**src/rtl/wave_gen_pkg.sv**
```systemverilog
// Shared types and reset constants for the parameterised waveform generator.
package wave_gen_pkg;

    typedef enum logic [1:0] {
        SQUARE = 2'b00,
        SAW    = 2'b01,
        TRI    = 2'b10,
        OFF    = 2'b11
    } wave_mode_e;

    typedef enum logic {
        DIR_UP   = 1'b0,
        DIR_DOWN = 1'b1
    } tri_dir_e;

    localparam int unsigned SHADOW_AMP_RST  = 0;
    localparam int unsigned SHADOW_STEP_RST = 1;
    localparam int unsigned SHADOW_HP_RST   = 1;

endpackage

```
**src/rtl/wave_phase_cnt.sv**
```systemverilog
// Square-wave half-period counter: counts 0..limit_i-1 while enabled and
// flags the last cycle of each half period on tc_o.
module wave_phase_cnt #(
    parameter int CNT_W = 8
) (
    input  logic             clk_i,
    input  logic             rst_ni,
    input  logic             en_i,
    input  logic             clr_i,
    input  logic [CNT_W-1:0] limit_i,
    output logic             tc_o
);
    localparam logic [CNT_W-1:0] ONE = CNT_W'(1);

    logic [CNT_W-1:0] cnt_q, cnt_d;

    // limit_i is never zero; the parent floors it to one
    assign tc_o = (cnt_q == (limit_i - ONE));

    always_comb begin
        cnt_d = cnt_q;
        if (en_i) begin
            if (clr_i || tc_o) begin
                cnt_d = '0;
            end else begin
                cnt_d = cnt_q + ONE;
            end
        end
    end

    always_ff @(posedge clk_i or negedge rst_ni) begin
        if (!rst_ni) begin
            cnt_q <= '0;
        end else begin
            cnt_q <= cnt_d;
        end
    end

endmodule

```
**src/rtl/param_wave_gen.sv**
```systemverilog
// Square / sawtooth / triangle generator. Amplitude, step and half-period are
// shadowed at the start of every period so a running period is never disturbed.
module param_wave_gen
    import wave_gen_pkg::*;
#(
    parameter int WIDTH = 8,
    parameter int CNT_W = 8
) (
    input  logic             clk,
    input  logic             rst_n,
    input  logic             en,
    input  logic [1:0]       wave_sel,
    input  logic [WIDTH-1:0] amp,
    input  logic [WIDTH-1:0] step,
    input  logic [CNT_W-1:0] half_per,
    output logic [WIDTH-1:0] wave,
    output logic             sync
);
    localparam logic [WIDTH-1:0] ONE_W = WIDTH'(1);
    localparam logic [CNT_W-1:0] ONE_C = CNT_W'(1);

    function automatic logic [WIDTH:0] ext(input logic [WIDTH-1:0] v);
        return {1'b0, v};
    endfunction

    function automatic logic [WIDTH-1:0] step_floor(input logic [WIDTH-1:0] v);
        return (v == '0) ? ONE_W : v;
    endfunction

    function automatic logic [CNT_W-1:0] hp_floor(input logic [CNT_W-1:0] v);
        return (v == '0) ? ONE_C : v;
    endfunction

    wave_mode_e       mode_in;
    wave_mode_e       sel_q, sel_d;
    tri_dir_e         dir_q, dir_d;
    logic             half_q, half_d;
    logic [WIDTH-1:0] wave_q, wave_d;
    logic             sync_q, sync_d;
    logic [WIDTH-1:0] amp_q;
    logic [WIDTH-1:0] step_q;
    logic [CNT_W-1:0] hp_q;

    logic [WIDTH-1:0] step_eff;
    logic [CNT_W-1:0] hp_eff;
    logic [WIDTH:0]   sum_ext;
    logic [WIDTH:0]   amp_ext;
    logic             mode_chg;
    logic             cnt_clr;
    logic             tc;

    assign mode_in  = wave_mode_e'(wave_sel);
    assign mode_chg = (mode_in != sel_q);
    assign step_eff = step_floor(step_q);
    assign hp_eff   = hp_floor(hp_q);
    // One extra bit keeps wave+step from wrapping before the amplitude compare
    assign sum_ext  = ext(wave_q) + ext(step_eff);
    assign amp_ext  = ext(amp_q);
    assign cnt_clr  = mode_chg || (sel_q != SQUARE);

    wave_phase_cnt #(
        .CNT_W (CNT_W)
    ) u_phase_cnt (
        .clk_i   (clk),
        .rst_ni  (rst_n),
        .en_i    (en),
        .clr_i   (cnt_clr),
        .limit_i (hp_eff),
        .tc_o    (tc)
    );

    always_comb begin
        sel_d  = sel_q;
        dir_d  = dir_q;
        half_d = half_q;
        wave_d = wave_q;
        sync_d = 1'b0;
        if (en) begin
            if (mode_chg) begin
                sel_d  = mode_in;
                dir_d  = DIR_UP;
                half_d = 1'b0;
                wave_d = '0;
                sync_d = (mode_in != OFF);
            end else begin
                case (sel_q)
                    SQUARE: begin
                        if (tc) begin
                            half_d = ~half_q;
                            wave_d = half_q ? '0 : amp_q;
                            sync_d = half_q;
                        end
                    end
                    SAW: begin
                        if (sum_ext > amp_ext) begin
                            wave_d = '0;
                            sync_d = 1'b1;
                        end else begin
                            wave_d = sum_ext[WIDTH-1:0];
                        end
                    end
                    TRI: begin
                        // A zero peak degenerates to a one-sample period
                        if (amp_q == '0) begin
                            wave_d = '0;
                            dir_d  = DIR_UP;
                            sync_d = 1'b1;
                        end else if (dir_q == DIR_UP) begin
                            if (sum_ext >= amp_ext) begin
                                wave_d = amp_q;
                                dir_d  = DIR_DOWN;
                            end else begin
                                wave_d = sum_ext[WIDTH-1:0];
                            end
                        end else if (ext(wave_q) <= ext(step_eff)) begin
                            wave_d = '0;
                            dir_d  = DIR_UP;
                            sync_d = 1'b1;
                        end else begin
                            wave_d = wave_q - step_eff;
                        end
                    end
                    default: begin
                        wave_d = '0;
                        dir_d  = DIR_UP;
                        half_d = 1'b0;
                    end
                endcase
            end
        end
    end

    always_ff @(posedge clk or negedge rst_n) begin
        if (!rst_n) begin
            sel_q  <= OFF;
            dir_q  <= DIR_UP;
            half_q <= 1'b0;
            wave_q <= '0;
            sync_q <= 1'b0;
            amp_q  <= WIDTH'(SHADOW_AMP_RST);
            step_q <= WIDTH'(SHADOW_STEP_RST);
            hp_q   <= CNT_W'(SHADOW_HP_RST);
        end else begin
            sel_q  <= sel_d;
            dir_q  <= dir_d;
            half_q <= half_d;
            wave_q <= wave_d;
            sync_q <= sync_d;
            if (sync_d) begin
                amp_q  <= amp;
                step_q <= step;
                hp_q   <= half_per;
            end
        end
    end

    assign wave = wave_q;
    assign sync = sync_q;

endmodule

```
**config.mk**
```make
export PLATFORM = sky130hd
export DESIGN_NAME = param_wave_gen
export DESIGN_NICKNAME = d
export VERILOG_FILES = /design/src/rtl/wave_gen_pkg.sv /design/src/rtl/wave_phase_cnt.sv /design/src/rtl/param_wave_gen.sv
export SDC_FILE = /design/constraint.sdc
export NUM_CORES = 1
export LEC_CHECK = 0
export CORE_ASPECT_RATIO = 1.2
export CORE_MARGIN = 2
export CORE_UTILIZATION = 30
export CTS_CLUSTER_DIAMETER = 100
export DETAILED_ROUTE_END_ITERATION = 16
export PLACE_DENSITY = 0.48
export SLEW_MARGIN = 20
export SYNTH_ARGS = -nofsm -noshare
export SYNTH_HDL_FRONTEND = slang
export SYNTH_HIERARCHICAL = 1
export SYNTH_SLANG_ARGS = --single-unit
```
**constraint.sdc**
```tcl
create_clock -name clk -period 5.2 [get_ports clk]
set_input_delay 1.04 -clock clk [delete_from_list [all_inputs] [get_ports clk]]
set_output_delay 1.04 -clock clk [all_outputs]
set_load 0.03 [all_outputs]
```
Word level (Yosys, flattened, before mapping)
Cells that the tools add are included.
{ "totals": {"ff_bits": 45, "out_inout_bits": 9, "wordCells": 67} }
{ "op_classes": {"addsub": 4, "magnitude_cmp": 3, "n_eq_ne": 8, "mux": 29, "bitwise": 1, "n_reduce_logical": 13} }
{ "op_table": {"columns": ["op", "count"], "rows": [
  ["$mux 8", 11],
  ["$logic_not 8->1", 3],
  ["$pmux 8 s3", 1],
  ["$mux 1", 14],
  ["$add 8x8->9", 1],
  ["$ge 9x8->1", 1],
  ["$gt 9x8->1", 1],
  ["$add 8x1->8 const B", 1],
  ["$eq 8x8->1", 1],
  ["$le 8x8->1", 1],
  ["$sub 8x1->8 const B", 1],
  ["$sub 8x8->8", 1],
  ["$reduce_and 2->1", 3],
  ["$ne 2x1->1 const B", 2],
  ["$pmux 1 s2", 2],
  ["$reduce_or 2->1", 2],
  ["$ne 3x2->1 const B", 1],
  ["$pmux 1 s3", 1],
  ["$reduce_and 3->1", 1],
  ["$eq 2x1->1 const B", 1],
  ["$eq 2x2->1 const B", 1],
  ["$logic_not 2->1", 1],
  ["$logic_or 1x1->1", 2],
  ["$ne 2x2->1", 1],
  ["3 further kinds", 3]
]} }

Depth between registers and ports, before layout
Gate-level depths: netlist of the first run.
{ "depth": {"word_depth": 9, "ltp_mapped": 18, "depth_no_buf": 17} }

Hierarchy
Netlist of the first run, hierarchy kept.
{ "modules_own_cells": {"columns": ["mod", "instances", "cells_each", "area_each_um2"], "rows": [
  ["param_wave_gen", 1, 296, 2940.3],
  ["wave_phase_cnt", 1, 69, 640.6]
]} }

Least setup slack after synthesis of the first run
Ideal clock, no wire load.
{ "synth_timing": {"path_kind": "reg2reg", "start": "register step_q[5]", "end": "register amp_q[0]", "setup_ps": 125, "arrival_time_ps": 3518, "required_time_ps": 5075, "setup_slack_ps": 1557, "stages_incl_launch_ff": 19, "synth_period_minus_slack_ps": 3643, "path_cell_list": "dfrtp_1 nor4_1 a41o_1 ha_1 nand2b_1 a21oi_1 nor2_1 o31ai_1 a221oi_1 xor2_1 ha_1 nand2_1 nor3_1 a21oi_1 and2_4 o2111ai_4 o211ai_4 buf_6 mux2_4"} }
{ "synth_via": {"elab_chain_len": 9, "elab_cells_between_ends": 12, "cone_classes": "add/sub (1); order compare (2); mux (8); reduce/logical (1)"} }
{ "synth_rtl": {"columns": ["item", "line", "source"], "rows": [
  ["from (decl)", "param_wave_gen.sv:41", "logic [WIDTH-1:0] step_q;"],
  ["from (signal assigned)", "param_wave_gen.sv:141", "step_q <= WIDTH'(SHADOW_STEP_RST);"],
  ["from (signal assigned)", "param_wave_gen.sv:151", "step_q <= step;"],
  ["$logic_not 8->1", "param_wave_gen.sv:27", "return (v == '0) ? ONE_W : v;"],
  ["$mux 8 (*)", "param_wave_gen.sv:27", null],
  ["parallel branches: the longest is 4 deep, another holds $add 8x8->9", null, null],
  ["$pmux 1 s3 (*)", "param_wave_gen.sv:86", "case (sel_q)"],
  ["$mux 1 (*)", "param_wave_gen.sv:79", "if (mode_chg) begin"],
  ["$mux 1 (*)", "param_wave_gen.sv:78", "if (en) begin"],
  ["to (signal assigned)", "param_wave_gen.sv:140", "amp_q <= WIDTH'(SHADOW_AMP_RST);"],
  ["to (signal assigned)", "param_wave_gen.sv:150", "amp_q <= amp;"],
  ["to (decl)", "param_wave_gen.sv:40", "logic [WIDTH-1:0] amp_q;"]
]} }
Every way passes the cells marked *.
A chain may end at the register's enable or synchronous reset.

Final worst setup path of the first run
{ "layout_timing": {"start": "register step_q[5]", "end": "register amp_q[7]"} }
The elaborated chain is that of the path after synthesis.

==> results of run 1 <==
[synthesized netlist by cell type (4+ instances only)]
library cell  instances  area share
nor3_1                6      0.0084
o31ai_1               5       0.010
nand2b_1             10       0.017
xor2_1               11       0.027
dfrtp_1              41        0.29
a221o_1               4       0.011
clkbuf_1             14       0.015
nor4_1                5      0.0087
dfstp_2               4       0.029
o22ai_1               4      0.0070
nor2b_1               8       0.014
a21oi_1              18       0.025
nor2_1               12       0.013
ha_1                 30        0.10
mux2_2                5       0.016
nand2_1              19       0.020
inv_1                35       0.037
o211ai_1             10       0.021
xnor2_1              19       0.046
nand4_1               5      0.0087
o21ai_0               8       0.011
mux2_4               19       0.080
a22o_1                5       0.012
o21ai_1               5      0.0070
nand3_1               5      0.0070
[path summary, 6_finish.rpt]
check	cells after the start	to	start
min in group asynchronous	1	step_q[5]$_DFFE_PN0P_	rst_n
max in group asynchronous	2	sel_q[1]$_DFFE_PN1P_	rst_n
worst max-delay path	18	amp_q[7]$_DFFE_PN0P_	step_q[5]$_DFFE_PN0P_
worst max register to register	18	amp_q[7]$_DFFE_PN0P_	step_q[5]$_DFFE_PN0P_
worst min register to register	1	step_q[2]$_DFFE_PN0P_	step_q[2]$_DFFE_PN0P_
worst min-delay path	1	step_q[2]$_DFFE_PN0P_	step_q[2]$_DFFE_PN0P_
[logic make-up (layout without fill, tap and decap cells)]
logic type | Yosys count | in the layout | synth area share
AO/OA/AOI/OAI | 89 | 89 | 0.192
XOR/XNOR | 30 | 30 | 0.0734
adder cells (fa/ha/maj) | 33 | 33 | 0.119
buffers and inverters | 54 | 83 | 0.0632
flip-flops | 45 | 45 | 0.316
multiplexers | 24 | 24 | 0.0954
AND/OR/NAND/NOR | 90 | 90 | 0.142
[power breakdown]
group	total (µW)	internal, µW	switching [µW]
Combinational	925	420	505
Sequential	534	424	109
Clock	375	228	147
Total	1830	1070	761
[registers in the layout (all words and copies together), names as in the netlist]
name / cells
step_q: 8
u_phase_cnt/cnt_q: 8
hp_q: 8
half_q: 1
amp_q: 8
sync: 1
sel_q: 2
dir_q: 1
wave: 8
[through the flow]
stage                     setup WS [ns]  instance area [µm²]  total power, µW
after floorplan                    1.56                 3580             1220
after global placement            0.921                 4060             1460
after detailed placement          0.923                 4080             1460
after CTS                         0.885                 4250             1850
after global routing              0.549                 4250             1970
final                             0.869                 4250             1830
[layer usage]
metal / share of wire / vias up / track usage
met3: 0.033 / 14 / 0.0283
met4: 0.019 / 0 / 0.0414
met1: 0.43 / 1377 / 0.176
li1: - / 1365 / -
met2: 0.52 / 47 / 0.285
met5: 0 / - / 0
[final cells by class]
| type | instances | area share |
|---|---|---|
| clock buffer | 5 | 0.0294 |
| clock inverter | 3 | 0.0103 |
| inverter | 35 | 0.0309 |
| multi-input combinational | 266 | 0.523 |
| sequential | 45 | 0.266 |
| tap | 157 | 0.0462 |
| timing repair buffer | 40 | 0.0942 |
==> impl_metrics.tcl, run 1 <==
set metrics [dict create \
    grt_max_degree 28 \
    cts-resized-gates 0 \
    ant_nets 0 \
    skew_ns 0.00684 \
    syn_nets 426 \
    rsz0062_at_grt "false" \
    drv_slew 0 \
    cts_tree "yes" \
    relSlewSlack 0.492 \
    ys.flop_type "dfrtp_1" \
    utilization 0.366 \
    start_util 0.308 \
    critical_path_buf_inv_count 1 \
    grt_pass1_vias 2965 \
    reg2reg_slack_ns 0.87 \
    fin_tns_setup_ns 0 \
    synth.yosys.warnings 6 \
    clock-root-buffer "clkbuf_16" \
    area_growth_pct 18.7 \
    die-width_um 104 \
    netlist_instances 365 \
    seq_area_frac_synth 0.316 \
    path_clk_slew_ns 0.07 \
    avgRoutedWirePerCell_um 16.6 \
    rows 43 \
    antenna_found_initial 0 \
    tightestPinTransition_ns 0.757 \
    startpoint_type "flop" \
    cp.required_ns 5.37 \
    cp-end-kind "flop" \
    vias 2803 \
    htree_num_levels 2 \
    grt_overflow 0 \
    async_flop_share 1.00 \
    final_cell_mix "41 x dfrtp_1, 36 x clkdlybuf4s50_1, 35 x inv_1, 30 x ha_1" \
    cp.arrival_ns 4.50 \
    setup-violations-final 0 \
    grt_pass1_wl_mm 15.2 \
    numCtsBuffers 5 \
    drive_above_1_share 0.129 \
    instances_no_fill 551 \
    dpl.cell_count 543 \
    critical_path_class "reg2reg" \
    syn-cell-area_um2 3580 \
    io_buffers 37 \
    maxCapViolations 0 \
    dp_hpwl_mm 7.23 \
    hold_buffers 0 \
    final.hold.worst_slack_ns 0.560 \
    mostFrequentLayoutCell "dfrtp_1" \
    synth.avg_cell_area_um2 9.81 \
    die_h_um 124 \
    first_pass_iters 4 \
    min_path_type "reg2reg" \
    synth.ff_latch_count 45 \
    vdd_ir_drop_max_mv 0.181 \
    synth_edf_count 0 \
    clkLatencyLatePin_ns 0.29 \
    yosysUniqueCellTypes 64 \
    path_cells "nor4_1, a41o_1, ha_1, nand2b_1, a21oi_1, nor2_1, o31ai_1, a221oi_1, xor2_1, ha_1, nand2_1, nor3_1, a21oi_1, and2_4, o2111ai_4, o211ai_4, buf_4, mux2_2" \
    wl_mm 9.16 \
    hold_viol 0 \
    fin_crit_sh 0.833 \
    cts_max_path_buffers 2 \
    nNetsFinal 454 \
    diodes 0 \
    drt-initial-drc-count 61 \
    coreArea_um2 11600 \
    gp_congestion 0.792 \
    post_cts_buffers 0 \
    critPathSlowestCell "dfrtp_1" \
    cpPeakStageDelay_ns 0.42 \
    p_leak_uw 0.00184 \
    p_per_area_nw_per_um2 431 \
    status "complete, no violations" \
    drc_errors 0 \
    pin_count 38 \
    cts_num_sinks 45 \
    min_period_ns 4.33 \
    die_area_um2 12800 \
    multi_input_area_um2 2220 \
    seqCellArea_um2 1130 \
    routed_via_density 5.09 \
    cp_max_fo 25 \
    track_usage 0.151 \
    fmax_mhz 231 \
    crit_family "compound AO/OA/AOI/OAI gates" \
    num-fill-cells 1230 \
]
No activity file was read; power rests on OpenSTA's default activity.
==> run 2, diff against run 1 <==
PLACE_DENSITY = 0.49   (was 0.48)
clock period = 3.6 ns   (was 5.2 ns; I/O delays follow)
==> impl_metrics.tcl, run 2 (synthesis gave the netlist of run 1 again) <==
set metrics [dict create \
    num-fill-cells 1187 \
    fin_tns_setup_ns -6.24 \
    clock-root-buffer "clkbuf_16" \
    avgRoutedWirePerCell_um 16.3 \
    min_period_ns 3.82 \
    cp-end-kind "flop" \
    min_path_type "in2async" \
    cts_num_sinks 45 \
    drt-initial-drc-count 109 \
    vias 2999 \
    wl_mm 9.96 \
    nNetsFinal 512 \
    p_sw_uw 1290 \
    grt_pass1_wl_mm 15.8 \
    die-width_um 104 \
    fin_crit_sh 1.06 \
    vdd_ir_drop_max_mv 0.218 \
    critical_path_class "reg2reg" \
    dp_hpwl_mm 7.54 \
    switching_share 0.407 \
    dp_slack_ns -0.462 \
    diodes 0 \
    drv_slew 0 \
    die_h_um 124 \
    startpoint_type "flop" \
    grt_pass1_vias 3101 \
    cp.arrival_ns 4.00 \
    pwr-share-clk 0.151 \
    fmax_mhz 262 \
    coreArea_um2 11600 \
    mostFrequentLayoutCell "buf_4" \
    status "complete, but fails checks" \
    rows 43 \
    die_area_um2 12800 \
    routed_via_density 4.92 \
    relSlewSlack 0.545 \
    track_usage 0.157 \
    instances_no_fill 609 \
    io_buffers 37 \
    area_growth_pct 35.7 \
    drive_above_1_share 0.281 \
    gp_congestion 0.863 \
    tightestPinTransition_ns 0.683 \
    grt_max_degree 28 \
    numCtsBuffers 5 \
    cp_max_fo 5 \
    dpl.cell_count 591 \
    violations "setup timing" \
    setup-violations-final 33 \
    path_clk_slew_ns 0.07 \
    start_util 0.308 \
    skew_ns 0.0104 \
    hold_viol 0 \
    clkLatencyLatePin_ns 0.30 \
    ant_nets 0 \
    p_per_area_nw_per_um2 650 \
    rsz0062_at_grt "true" \
    htree_num_levels 2 \
    first_pass_iters 4 \
    cts_tree "yes" \
    cts_max_path_buffers 2 \
    grt_overflow 0 \
    maxCapViolations 0 \
    internal-power_uw 1870 \
    final_cell_mix "57 x buf_4, 41 x dfrtp_1, 36 x clkdlybuf4s50_1, 35 x inv_1, 27 x ha_1" \
    cp.required_ns 3.78 \
    p_leak_uw 0.00215 \
    seqPwrFrac 0.233 \
    antenna_found_initial 0 \
    setup_ws_ns -0.217 \
    utilization 0.418 \
    pin_count 38 \
    pwr-share-comb 0.616 \
    drc_errors 0 \
]
-- run 2: path summary, 6_finish.rpt --
check | startpoint | end | slack [ns] | depth (start not counted)
setup / recovery | step_q[5]$_DFFE_PN0P_ | amp_q[5]$_DFFE_PN0P_ | -0.22 | 18
hold / removal | rst_n | wave[7]$_DFFE_PN0P_ | 0.46 | 1
setup reg to reg | step_q[5]$_DFFE_PN0P_ | amp_q[5]$_DFFE_PN0P_ | -0.22 | 18
hold reg to reg | sel_q[1]$_DFFE_PN1P_ | sel_q[1]$_DFFE_PN1P_ | 0.58 | 2
max in group asynchronous | rst_n | u_phase_cnt/cnt_q[7]$_DFFE_PN0P_ | 2.41 | 2
min in group clk | sel_q[1]$_DFFE_PN1P_ | sel_q[1]$_DFFE_PN1P_ | 0.58 | 2
-- run 2: metal layers --
metal	wire length, µm	vias to the layer above	global-route usage
met5	0	-	0
met4	230	0	0.0557
met3	302	17	0.0272
met2	5180	56	0.292
met1	4240	1446	0.183
li1	-	1480	-
-- run 2: critical path: stages, from the launching register on --
cell and delay (ns):
dfrtp_1 0.39, nor4_2 0.27, a41o_1 0.26, ha_4 0.16
nand2b_1 0.07, a21oi_2 0.22, nor2_4 0.08, o31ai_4 0.24
a221oi_2 0.10, xor2_1 0.20, ha_1 0.37, nand2_1 0.08
nor3_2 0.17, a21oi_1 0.07, and2_4 0.16, o2111ai_4 0.20
o211ai_4 0.18, clkbuf_16 0.21, mux2_4 0.29
-- run 2: stage by stage --
step                      hold WS (ns)  instance area (µm²)  total power, µW
after floorplan                  0.424                 3590             1770
after global placement           0.571                 4460             2360
after detailed placement         0.574                 4460             2370
after CTS                        0.484                 4720             3000
after global routing             0.510                 4860             3360
final                            0.455                 4860             3160
-- run 2: final cells by class --
| type | instances | area (µm²) | area share |
|---|---|---|---|
| Multi-Input combinational cell | 266 | 2390 | 0.491 |
| Sequential cell | 45 | 1130 | 0.233 |
| Timing Repair Buffer | 98 | 870 | 0.179 |
| Tap cell | 157 | 196 | 0.0404 |
| Inverter | 35 | 131 | 0.0270 |
| Clock buffer | 5 | 125 | 0.0257 |
| Clock inverter | 3 | 21.3 | 0.00438 |
-- run 2: what timing repair did --
action,4_1_cts,5_1_grt
gates cloned,1,1
pin swaps,11,24
endpoints found under the setup margin,34,34
buffers inserted,3,5
hold buffers,0,0
gates resized for setup,11,18
-- run 2: power by group through the flow --
| stage | clock (µW) | sequential [µW] | combinational [µW] |
|---|---|---|---|
| 2_1_floorplan | 0 | 729 | 1040 |
| 6_report | 476 | 737 | 1950 |
| 3_5_place_dp | 0 | 741 | 1630 |
| 3_3_place_gp | 0 | 740 | 1620 |
| 5_1_grt | 508 | 753 | 2100 |
| 4_1_cts | 493 | 732 | 1770 |
==> run 3, diff against run 2 <==
SLEW_MARGIN = unset   (was 20)
clock period = 3.4 ns   (was 3.6 ns; I/O delays follow)
==> impl_metrics.tcl, run 3 (synthesis gave the netlist of run 1 again) <==
set metrics [dict create \
    p_leak_uw 0.00222 \
    track_usage 0.154 \
    grt_max_degree 30 \
    dr.max_layer_used "met4" \
    path_clk_slew_ns 0.07 \
    start_util 0.308 \
    clkLatencyLatePin_ns 0.29 \
    wl_met3_um 264 \
    violations "setup timing" \
    wl_mm 9.76 \
    cts_max_path_buffers 2 \
    min_period_ns 3.84 \
    critical_path_buf_inv_count 1 \
    finalPower_uw 3380 \
    pin_count 38 \
    final_cell_mix "75 x buf_4, 40 x dfrtp_1, 36 x clkdlybuf4s50_1, 35 x inv_1, 28 x ha_1" \
    maxCapViolations 0 \
    status "complete, but fails checks" \
    rsz0062_at_grt "true" \
    fin_crit_sh 1.13 \
    cts_tree "yes" \
    cts_num_sinks 45 \
    die-width_um 104 \
    vias 3086 \
    path_cells "nor4_2, a41o_1, ha_2, nand2b_1, a21oi_2, nor2_2, o31ai_4, a221oi_2, xor2_1, ha_1, nand2_1, nor3_1, a21oi_1, and2_4, o2111ai_4, o211ai_4, buf_12, mux2_2" \
    critical_path_class "reg2reg" \
    setup_ws_ns -0.441 \
    grt_overflow 0 \
    ant_nets 0 \
    clock-root-buffer "clkbuf_16" \
    p_per_area_nw_per_um2 684 \
    fin_area_um2 4940 \
    vdd_ir_drop_max_mv 0.324 \
    relSlewSlack 0.517 \
    crit_family "compound AO/OA/AOI/OAI gates" \
    die_area_um2 12800 \
    diodes 0 \
    avgRoutedWirePerCell_um 15.6 \
    cp.arrival_ns 4.02 \
    cp_max_fo 9 \
    drt-initial-drc-count 162 \
    drive_above_1_share 0.305 \
    grt_pass1_vias 3205 \
    wl_met1_mm 4.41 \
    cp.required_ns 3.58 \
    rows 43 \
    numCtsBuffers 5 \
    dp_hpwl_mm 7.71 \
    grt_pass1_wl_mm 15.9 \
    nNetsFinal 529 \
    drc_errors 0 \
    first_pass_iters 4 \
    cp-end-kind "flop" \
    drv_slew 0 \
    dp_slack_ns -0.604 \
    met2_length_mm 4.94 \
    cp-startpoint "step_q[1]$_DFFE_PN0P_" \
    antenna_found_initial 0 \
    die_h_um 124 \
    skew_ns 0.00475 \
    fmax_mhz 260 \
    hold_viol 0 \
    num-fill-cells 1166 \
    htree_num_levels 2 \
    mostFrequentLayoutCell "buf_4" \
    min_path_type "in2async" \
    io_buffers 37 \
    area_growth_pct 38.0 \
    instances_no_fill 626 \
    critPathSlowestCell "dfrtp_1" \
    startpoint_type "flop" \
    coreArea_um2 11600 \
    r2r_start "step_q[1]$_DFFE_PN0P_" \
    tightestPinTransition_ns 0.725 \
    setup-violations-final 34 \
    dpl.cell_count 607 \
    cpPeakStageDelay_ns 0.40 \
    routed_via_density 4.93 \
    placement.cell_area_um2 4590 \
    gp_congestion 0.895 \
]
-- run 3: cell types whose count changed in the layout (fill, tap and decap cells not counted), sizes merged --
cell / change
buf: +18
clkbuf: -1
-- run 3: routing by layer --
layer	up-vias	global-route usage
met5	-	0
li1	1509	-
met2	57	0.291
met4	0	0.0363
met1	1510	0.189
met3	10	0.0183
-- run 3: repair_timing --
item | CTS | global route
gates resized for setup | 11 | 6
pin swaps | 10 | 10
hold buffers | 0 | 0
cloned | 1 | 0
endpoints found under the setup margin | 34 | 34
buffers inserted | 7 | 3
-- run 3: cell type report --
cell class                      count  area, µm²  area share
Clock buffer                        5        125      0.0253
Clock inverter                      3       25.0     0.00506
Inverter                           35        131      0.0266
Multi-Input combinational cell    266       2340       0.473
Sequential cell                    45       1130       0.229
Tap cell                          157        196      0.0397
Timing Repair Buffer              115        996       0.202
-- run 3: through the flow --
stage	hold slack [ns]	utilization	TNS, ns
after floorplan	0.384	-	-3.18
after global placement	0.561	0.395	-18.12
after detailed placement	0.575	0.395	-18.58
after CTS	0.471	0.420	-15.99
after global routing	0.505	0.425	-21.52
final	0.444	0.425	-14.00
-- run 3: worst reg2reg max path: stages (launching register included) --
cell and delay, ns:
dfrtp_1 0.40, nor4_2 0.29, a41o_1 0.24, ha_2 0.20, nand2b_1 0.07, a21oi_2 0.17
nor2_2 0.10, o31ai_4 0.24, a221oi_2 0.10, xor2_1 0.27, ha_1 0.34, nand2_1 0.08
nor3_1 0.05, a21oi_1 0.12, and2_4 0.19, o2111ai_4 0.14, o211ai_4 0.21, buf_12 0.20
mux2_2 0.34
-- run 3: final timing paths --
check | cells past startpoint | slack, ns | endpoint
min in group clk | 2 | 0.58 | sel_q[1]$_DFFE_PN1P_
max reg2reg | 18 | -0.44 | hp_q[7]$_DFFE_PN0P_
max in group asynchronous | 2 | 2.26 | hp_q[0]$_DFFE_PN1P_
max | 18 | -0.44 | hp_q[7]$_DFFE_PN0P_
min reg2reg | 2 | 0.58 | sel_q[1]$_DFFE_PN1P_
min | 1 | 0.44 | wave[6]$_DFFE_PN0P_
-- run 3: report_power, final --
part           switching [µW]  total (µW)  internal [µW]
sequential                121         770            649
combinational             989        2100           1110
clock                     233         510            277
